===== src/rtl/cpu_controller_param_if.sv =====
// Control bundle between an instruction sequencer (master) and the
// cpu_controller_param FSM (slave): launch/step inputs and datapath strobes.
interface cpu_controller_param_if #(
  parameter int NREG = 8,
  parameter int IW   = 23
);
  logic            start;
  logic            run;
  logic [IW-1:0]   inst;
  logic            zero;
  logic [NREG-1:0] r_en_oh;
  logic [NREG+1:0] tri_oh;
  logic            ir_en;
  logic            a_en;
  logic            g_en;
  logic            inc_pc;
  logic            branch;
  logic [1:0]      alu_op;
  logic            busy;
  logic            done;

  modport master (
    output start, run, inst, zero,
    input  r_en_oh, tri_oh, ir_en, a_en, g_en, inc_pc, branch, alu_op, busy, done
  );

  modport slave (
    input  start, run, inst, zero,
    output r_en_oh, tri_oh, ir_en, a_en, g_en, inc_pc, branch, alu_op, busy, done
  );
endinterface


===== src/rtl/cpu_controller_param.sv =====
// Multi-cycle control FSM for a simple bus-based CPU datapath: fetch, decode
// and up to three execute cycles, with all strobes decoded from state and inst.
module cpu_controller_param #(
  parameter int NREG = 8,
  parameter int OPW  = 3,
  parameter int IW   = 23
) (
  input  logic                 clk,
  input  logic                 rst,
  cpu_controller_param_if.slave bus
);
  localparam int RW = $clog2(NREG);
  localparam int TW = NREG + 2;

  localparam logic [OPW-1:0] OP_MV   = OPW'(0);
  localparam logic [OPW-1:0] OP_MVI  = OPW'(1);
  localparam logic [OPW-1:0] OP_ADD  = OPW'(2);
  localparam logic [OPW-1:0] OP_SUB  = OPW'(3);
  localparam logic [OPW-1:0] OP_AND  = OPW'(4);
  localparam logic [OPW-1:0] OP_BEQZ = OPW'(5);
  localparam logic [OPW-1:0] OP_HALT = OPW'(7);

  typedef enum logic [2:0] {
    S_IDLE,
    S_FETCH,
    S_DECODE,
    S_EX1,
    S_EX2,
    S_EX3,
    S_HALT
  } state_e;

  state_e state_q, state_d;

  logic [OPW-1:0]  op;
  logic [RW-1:0]   rx;
  logic [RW-1:0]   ry;
  logic            reg_ok;
  logic            unused_inst_bits;

  logic [NREG-1:0] r_en_oh;
  logic [TW-1:0]   tri_oh;
  logic            ir_en;
  logic            a_en;
  logic            g_en;
  logic            inc_pc;
  logic            branch;
  logic [1:0]      alu_op;
  logic            done;
  logic            to_halt;

  assign op = bus.inst[IW-1 -: OPW];
  assign rx = bus.inst[IW-1-OPW -: RW];
  assign ry = bus.inst[IW-1-OPW-RW -: RW];

  // Low instruction bits below the ry field carry no control information.
  assign unused_inst_bits = ^bus.inst;

  // Register fields that decode past the last register (non-power-of-2 NREG)
  // demote the whole instruction to a NOP.
  assign reg_ok = (32'(rx) < 32'(NREG)) && (32'(ry) < 32'(NREG));

  // NOTE: sequential state uses <= so every flop samples pre-edge values; rst
  // sits in the sensitivity list so it forces IDLE without waiting for clk.
  always_ff @(posedge clk or posedge rst) begin
    if (rst) begin
      state_q <= S_IDLE;
    end else begin
      state_q <= state_d;
    end
  end

  // NOTE: every signal written here gets a default first, so no path through
  // the case statements can leave one unassigned and infer a latch.
  always_comb begin
    state_d = state_q;
    r_en_oh = '0;
    tri_oh  = '0;
    ir_en   = 1'b0;
    a_en    = 1'b0;
    g_en    = 1'b0;
    inc_pc  = 1'b0;
    branch  = 1'b0;
    alu_op  = 2'b00;
    done    = 1'b0;
    to_halt = 1'b0;

    case (state_q)
      S_IDLE: begin
        if (bus.start) state_d = S_FETCH;
      end
      S_FETCH: begin
        ir_en   = 1'b1;
        inc_pc  = 1'b1;
        state_d = S_DECODE;
      end
      S_DECODE: begin
        if (!reg_ok) begin
          done = 1'b1;
        end else begin
          case (op)
            OP_MV: begin
              tri_oh  = TW'(1) << ry;
              r_en_oh = NREG'(1) << rx;
              done    = 1'b1;
            end
            OP_MVI: begin
              tri_oh  = TW'(1) << (NREG + 1);
              r_en_oh = NREG'(1) << rx;
              done    = 1'b1;
            end
            OP_ADD, OP_SUB, OP_AND: begin
              state_d = S_EX1;
            end
            OP_BEQZ: begin
              branch = bus.zero;
              done   = 1'b1;
            end
            OP_HALT: begin
              done    = 1'b1;
              to_halt = 1'b1;
            end
            default: begin
              done = 1'b1;
            end
          endcase
        end
      end
      S_EX1: begin
        tri_oh  = TW'(1) << rx;
        a_en    = 1'b1;
        state_d = S_EX2;
      end
      S_EX2: begin
        tri_oh  = TW'(1) << ry;
        g_en    = 1'b1;
        alu_op  = 2'(op - OP_ADD);
        state_d = S_EX3;
      end
      S_EX3: begin
        tri_oh  = TW'(1) << NREG;
        r_en_oh = NREG'(1) << rx;
        done    = 1'b1;
      end
      S_HALT: begin
        state_d = S_HALT;
      end
      default: begin
        state_d = S_IDLE;
      end
    endcase

    if (done) begin
      if (to_halt)      state_d = S_HALT;
      else if (bus.run) state_d = S_FETCH;
      else              state_d = S_IDLE;
    end
  end

  assign bus.r_en_oh = r_en_oh;
  assign bus.tri_oh  = tri_oh;
  assign bus.ir_en   = ir_en;
  assign bus.a_en    = a_en;
  assign bus.g_en    = g_en;
  assign bus.inc_pc  = inc_pc;
  assign bus.branch  = branch;
  assign bus.alu_op  = alu_op;
  assign bus.done    = done;
  assign bus.busy    = (state_q != S_IDLE) && (state_q != S_HALT);
endmodule


===== src/flat_wrapper.sv =====
// flat-port wrapper written by rule: the top's interface ports become plain ports
module cpu_controller_param_flat 
#(
  parameter int NREG = 8,
  parameter int OPW  = 3,
  parameter int IW   = 23
)
  (clk, rst, bus_start, bus_run, bus_inst, bus_zero, bus_r_en_oh, bus_tri_oh, bus_ir_en, bus_a_en, bus_g_en, bus_inc_pc, bus_branch, bus_alu_op, bus_busy, bus_done);
  cpu_controller_param_if #(.NREG(NREG), .IW(IW)) bus_i ();
  input  logic clk;
  input  logic rst;
  input wire logic [$bits(bus_i.start)-1:0] bus_start;
  input wire logic [$bits(bus_i.run)-1:0] bus_run;
  input wire logic [$bits(bus_i.inst)-1:0] bus_inst;
  input wire logic [$bits(bus_i.zero)-1:0] bus_zero;
  output wire logic [$bits(bus_i.r_en_oh)-1:0] bus_r_en_oh;
  output wire logic [$bits(bus_i.tri_oh)-1:0] bus_tri_oh;
  output wire logic [$bits(bus_i.ir_en)-1:0] bus_ir_en;
  output wire logic [$bits(bus_i.a_en)-1:0] bus_a_en;
  output wire logic [$bits(bus_i.g_en)-1:0] bus_g_en;
  output wire logic [$bits(bus_i.inc_pc)-1:0] bus_inc_pc;
  output wire logic [$bits(bus_i.branch)-1:0] bus_branch;
  output wire logic [$bits(bus_i.alu_op)-1:0] bus_alu_op;
  output wire logic [$bits(bus_i.busy)-1:0] bus_busy;
  output wire logic [$bits(bus_i.done)-1:0] bus_done;
  assign bus_i.start = bus_start;
  assign bus_i.run = bus_run;
  assign bus_i.inst = bus_inst;
  assign bus_i.zero = bus_zero;
  assign bus_r_en_oh = bus_i.r_en_oh;
  assign bus_tri_oh = bus_i.tri_oh;
  assign bus_ir_en = bus_i.ir_en;
  assign bus_a_en = bus_i.a_en;
  assign bus_g_en = bus_i.g_en;
  assign bus_inc_pc = bus_i.inc_pc;
  assign bus_branch = bus_i.branch;
  assign bus_alu_op = bus_i.alu_op;
  assign bus_busy = bus_i.busy;
  assign bus_done = bus_i.done;
  cpu_controller_param #(.NREG(NREG), .OPW(OPW), .IW(IW)) u_core (.clk(clk), .rst(rst), .bus(bus_i));
endmodule

===== config.mk =====
export PLATFORM = sky130hd
export DESIGN_NAME = cpu_controller_param_flat
export DESIGN_NICKNAME = d
export VERILOG_FILES = /design/src/rtl/cpu_controller_param_if.sv /design/src/rtl/cpu_controller_param.sv /design/src/flat_wrapper.sv
export SDC_FILE = /design/constraint.sdc
export NUM_CORES = 1
export LEC_CHECK = 0
export BUFFER_PORTS_ARGS = -buffer_cell sky130_fd_sc_hd__buf_2
export CORE_MARGIN = 8
export CORE_UTILIZATION = 38
export CTS_BUF_LIST = sky130_fd_sc_hd__clkbuf_8
export CTS_CLUSTER_SIZE = 16
export DETAILED_ROUTE_END_ITERATION = 8
export HOLD_SLACK_MARGIN = 0.05
export PLACE_DENSITY = 0.93
export SLEW_MARGIN = 20
export SYNTH_ARGS = -nofsm -noshare
export SYNTH_HDL_FRONTEND = slang
export SYNTH_SLANG_ARGS = --single-unit

===== constraint.sdc =====
create_clock -name clk -period 3.45 [get_ports clk]
set_input_delay 0 -clock clk [delete_from_list [all_inputs] [get_ports clk]]
set_output_delay 0 -clock clk [all_outputs]
set_load 0.005 [all_outputs]

==> results.cfg, run 1 <==
[floorplan]
die_w_um = 52.5
pin_count = 55
die_area_um2 = 2760
die_h_um = 52.5
initial_utilization_pct = 39.9
core.rowCount = 13
core_um2 = 1270

[logic_synthesis]
ys_seq_elements = 3
synth_seq_area_share_pct = 14.8
ys_warn_count = 0
syn-num-nets = 99
synthArstFlopShare_pct = 100
synth_edf_count = 0
synth_cell_types = 31
synth_top_cells_by_area = dfrtp_1 15%, nor2_1 6.7%, o41ai_2 6.4%
syn_area_per_cell_um2 = 7.14
synthFlopType = dfrtp_1
synth_top_cell_by_area = dfrtp_1
syn-cell-area_um2 = 507
netlist.area_leader.share_pct = 14.8
synthCells = 71

[routing]
vias = 712
viasPerCell = 5.48
drt_pass1_iterations = 4
wl_um = 1830
final_antenna_net_count = 0
wl_per_cell_um = 14.1
drt_iter0_markers = 16
drc = 0

[cts]
cts_resized = 0
cts_root_buf = clkbuf_8
ctsHoldBuffers = 3
cts_max_level = 1
insertion_delay_ns = 0.22
cts_setup_buffers = 0
cts_made_buffers = 3
cts.clk_slew.worst_paths_ns = 0.03
cts_buffer_depth = 2
clock-sinks = 3
cts_tree = built

[sta]
fin_crit_ns = 1.92
setup_tns_ns = 0
worst_pin_slew_ns = 0.425
fmax_mhz = 520
finalHoldViolations = 0
holdWs_ns = 0.189
fin_worst_skew_ns = 0.00103
max_slew_margin_pct = 71.3
grt_setup_unrepaired = no
slew_viol_final = 0
period_share_pct = 55.8
setup_viol = 0
setup_ws_ns = 1.53

[cells_and_area]
top_regs = u_core.state_q: 3 flops
final_common_cell = buf_2
fillers = 126
largest_reg_flops = 3
final_area_um2 = 785
multiInputGateArea_um2 = 400
num_antenna_cells = 0
final_cell_mix = 40 x buf_2, 9 x nor2_1, 6 x nand2_1
regMostFlops = u_core.state_q
area.growth.synth_to_final_pct = 54.8
drive_above_1_share_pct = 47.0
utilization_pct = 61.8
nNetsFinal = 144
finalNonFillerCells = 130
seqCellArea_um2 = 75.1

[global_route]
grt_usage_pct = 13.7
grt_antenna_before_repair = 0
overflow = 0
grt_pass1_vias = 687
grt_pass1_wl_um = 2920
grt_max_degree = 17

[placed_design]
pre_cts_ws_ns = 1.82
postPlaceCellArea_um2 = 709
port_buffers = 40
dp_cells = 123
place_congestion = 0.816
hpwl_um = 1430

[run]
maxCapViolations = 0

[worst_setup_path]
r2r-start = u_core.state_q[2]
reg2reg_to = u_core.state_q[0]
rrSetupSlack_ns = 1.53
startpoint_type = flip-flop
startpoint = u_core.state_q[2]
worst_ep_arrival_time_ns = 2.08
endpoint = u_core.state_q[0]
worstSetupPathType = flip-flop to flip-flop
crit_fanout = 8
crit_path_end_kind = flip-flop
cp.required_ns = 3.61
worstRegToRegCells = 5

[worst_hold_path]
min_path_type = input pin to flip-flop

[power]
p_leak_nw = 0.415
peakVddDrop_uv = 303
power_uw = 447
power.density_nw_per_um2 = 570

[outcome]
outcome = finished, final reports clean
==> Yosys cell counts (2+ instances only) <==
cell type / count
nand3_1: 2
nor2_1: 9
a21oi_1: 2
o32ai_1: 3
nand3b_1: 3
dfrtp_1: 3
or2_2: 2
a21o_2: 2
nor3b_1: 3
inv_1: 4
o41ai_2: 2
nor2b_1: 2
nand2b_2: 2
nor3_1: 3
nand2b_1: 5
o22ai_1: 4
nand2_1: 6
==> where the power goes <==
part           internal, mW  switching [mW]  total (mW)  leakage (nW)
clock                0.0762          0.0279       0.104        0.0269
combinational         0.131           0.116       0.247         0.351
sequential           0.0513          0.0447      0.0959        0.0377
==> final cells by class <==
cell class | count | share of cell area [%]
sequential | 3 | 9.57
inverter | 4 | 1.91
clock buffer | 3 | 5.26
multi-input combinational | 61 | 51.0
clock inverter | 1 | 0.478
tap | 15 | 2.39
timing repair buffer | 43 | 29.3
==> critical path, cell delays in order, from the launching register on <==
cell           delay (ns)
dfrtp_1              0.45
nand2b_2             0.26
o41ai_2              0.33
nand3_1              0.12
a21oi_1              0.14
dlygate4sd3_1        0.56
==> metal layers <==
layer  vias to the layer above  GRT usage (%)  share of wire [%]
met2                        34           24.7                 51
met5                         -              0                  0
met3                         7           2.56                8.7
li1                        349              -                  -
met4                         0           11.2                3.0
met1                       322           13.1                 37
==> logic make-up (layout without fill, tap and decap cells) <==
logic type / Yosys count / count (layout) / share of synthesized area (%)
AOI/OAI and AO/OA: 17 / 17 / 29.4
xor gates and xnor gates: 1 / 1 / 1.73
buffers and inverters: 7 / 51 / 6.17
DFF: 3 / 3 / 14.8
and+or+nand+nor: 43 / 43 / 47.9
==> worst min-delay path by stage <==
stage                        end  cells past startpoint  slack, ns          from
2_1_floorplan  u_core.state_q[0]                      1      -0.25           rst
3_3_place_gp   u_core.state_q[1]                      2      -0.14           rst
3_5_place_dp   u_core.state_q[1]                      2      -0.13           rst
4_1_cts        u_core.state_q[1]                      3       0.18           rst
5_1_grt        u_core.state_q[2]                      3       0.21  bus_inst[20]
6_report       u_core.state_q[2]                      3       0.19  bus_inst[20]
Note: power is estimated with default switching activity, not from simulation.
==> run 2: changes to the inputs <==
--- a/config.mk
+++ b/config.mk
@@ -7,12 +7,12 @@
 export LEC_CHECK = 0
 export BUFFER_PORTS_ARGS = -buffer_cell sky130_fd_sc_hd__buf_2
 export CORE_MARGIN = 8
-export CORE_UTILIZATION = 38
+export CORE_UTILIZATION = 35
 export CTS_BUF_LIST = sky130_fd_sc_hd__clkbuf_8
 export CTS_CLUSTER_SIZE = 16
 export DETAILED_ROUTE_END_ITERATION = 8
 export HOLD_SLACK_MARGIN = 0.05
-export PLACE_DENSITY = 0.93
+export PLACE_DENSITY = 0.87
 export SLEW_MARGIN = 20
 export SYNTH_ARGS = -nofsm -noshare
 export SYNTH_HDL_FRONTEND = slang
==> constraint.sdc (replaced) <==
create_clock -name clk -period 1.8 [get_ports clk]
set_input_delay 0 -clock clk [delete_from_list [all_inputs] [get_ports clk]]
set_output_delay 0 -clock clk [all_outputs]
set_load 0.005 [all_outputs]
==> results.cfg, run 2 (synthesis results as in run 1) <==
[cts]
cts_max_level = 1
cts_tree = built
cts_made_buffers = 3
cts.clk_slew.worst_paths_ns = 0.03
insertion_delay_ns = 0.21
cts_setup_buffers = 0
cts_buffer_depth = 2
clock-sinks = 3
cts_root_buf = clkbuf_8

[global_route]
grt_antenna_before_repair = 0
grt_pass1_wl_um = 2770
grt_max_degree = 13
overflow = 0
grt_pass1_vias = 682
grt_usage_pct = 12.2

[sta]
slew_viol_final = 0
period_share_pct = 94.5
fin_worst_skew_ns = 0.000432
finalHoldViolations = 0
grt_setup_unrepaired = yes
max_slew_margin_pct = 71.4
fmax_mhz = 588
holdWs_ns = 0.0511
fin_crit_ns = 1.70
worst_pin_slew_ns = 0.424
setup_viol = 0

[routing]
drc = 0
drt_iter0_markers = 11
drt_pass1_iterations = 4
vias = 705
wl_um = 1780
final_antenna_net_count = 0
viasPerCell = 5.47
wl_per_cell_um = 13.8

[placed_design]
hpwl_um = 1470
postPlaceCellArea_um2 = 717
place_congestion = 0.957
port_buffers = 40

[cells_and_area]
final_common_cell = buf_2
fillers = 127
regMostFlops = u_core.state_q
final_cell_mix = 40 x buf_2, 9 x nor2_1, 6 x nand2_1
multiInputGateArea_um2 = 424
nNetsFinal = 143
area.growth.synth_to_final_pct = 57.5
top_regs = u_core.state_q: 3 flops
seqCellArea_um2 = 77.6
largest_reg_flops = 3
drive_above_1_share_pct = 50.9
utilization_pct = 59.8
num_antenna_cells = 0
final_area_um2 = 798

[power]
power.switching_uw = 358
seq_power_share_pct = 20.3
peakVddDrop_uv = 672
p_sw_share_pct = 41.4
power.density_nw_per_um2 = 1080
power_frac_comb_pct = 58.0
internal_power_uw = 507
p_leak_nw = 0.421
power_uw = 865
clockPowerShare_pct = 21.7

[floorplan]
initial_utilization_pct = 38.0
die_area_um2 = 2920
core.rowCount = 13
pin_count = 55
core_um2 = 1330
die_w_um = 54.1
die_h_um = 54.1

[worst_setup_path]
worstSetupPathType = flip-flop to output port
worst_ep_arrival_time_ns = 1.70
startpoint_type = flip-flop
cp.required_ns = 1.80
crit_path_end_kind = output port
crit_fanout = 9

[outcome]
outcome = finished, final reports clean

[run]
maxCapViolations = 0

[worst_hold_path]
min_path_type = input pin to flip-flop
-- run 2: cell types whose count changed in the layout (fill, tap and decap cells not counted) --
cell / before / now
buf_4: 0 / 1
dfrtp_1: 3 / 1
dfrtp_2: 0 / 2
dlygate4sd3_1: 3 / 1
nand2b_2: 2 / 1
nand2b_4: 0 / 1
o32ai_1: 3 / 2
o32ai_2: 1 / 2
o41ai_2: 2 / 1
o41ai_4: 0 / 1
-- run 2: cell type report --
class | count | area share (%)
Inverter | 4 | 1.88
Timing Repair Buffer | 42 | 27.3
Sequential cell | 3 | 9.72
Clock inverter | 1 | 0.470
Tap cell | 15 | 2.35
Multi-Input combinational cell | 61 | 53.1
Clock buffer | 3 | 5.17
-- run 2: through the flow --
stage / setup WS [ns] / instances / setup TNS (ns)
after CTS: 0.0186 / 129 / 0
after global routing: -0.00384 / 129 / -0.00681
after detailed placement: 0.225 / 124 / 0
after global placement: 0.268 / 124 / 0
final: 0.0991 / 129 / 0
after floorplan: 0.481 / 71 / 0
-- run 2: power by group through the flow --
stage               combinational [mW]  sequential [mW]  clock, mW
floorplan                        0.332            0.143          0
global placement                 0.465            0.166          0
detailed placement               0.480            0.169          0
CTS                              0.499            0.169      0.192
global route                     0.558            0.189      0.207
finish                           0.502            0.176      0.188
-- run 2: final timing paths --
path | start | end | slack [ns] | depth (start not counted)
setup / recovery | u_core.state_q[1] | bus_tri_oh[2] | 0.1 | 5
hold / removal | bus_start | u_core.state_q[0] | 0.05 | 3
setup reg to reg | u_core.state_q[0] | u_core.state_q[0] | 0.48 | 4
hold reg to reg | u_core.state_q[1] | u_core.state_q[1] | 0.61 | 1
max in group asynchronous | rst | u_core.state_q[2] | 1.47 | 3
min in group asynchronous | rst | u_core.state_q[0] | 0.19 | 3
-- run 2: per-layer routing --
metal	vias to the layer above	share of wire, %	GRT usage (%)
li1	345	-	-
met1	329	37	12.7
met2	31	52	21.8
met3	0	11	2.75
met4	0	0	7.38
met5	-	0	0
-- run 2: timing repair --
item | in CTS | in global routing
pin swaps | 1 | 1
hold endpoints to repair | 3 | 0
hold buffers | 1 | 0
endpoints found under the setup margin | 1 | 14
gates resized for setup | 1 | 4
-- run 2: worst max-delay path, stage by stage (launching register included) --
cell and delay [ns]:
dfrtp_2 0.45, or2b_2 0.36, o41ai_4 0.07, nand3b_1 0.21
o32ai_2 0.24, buf_2 0.15
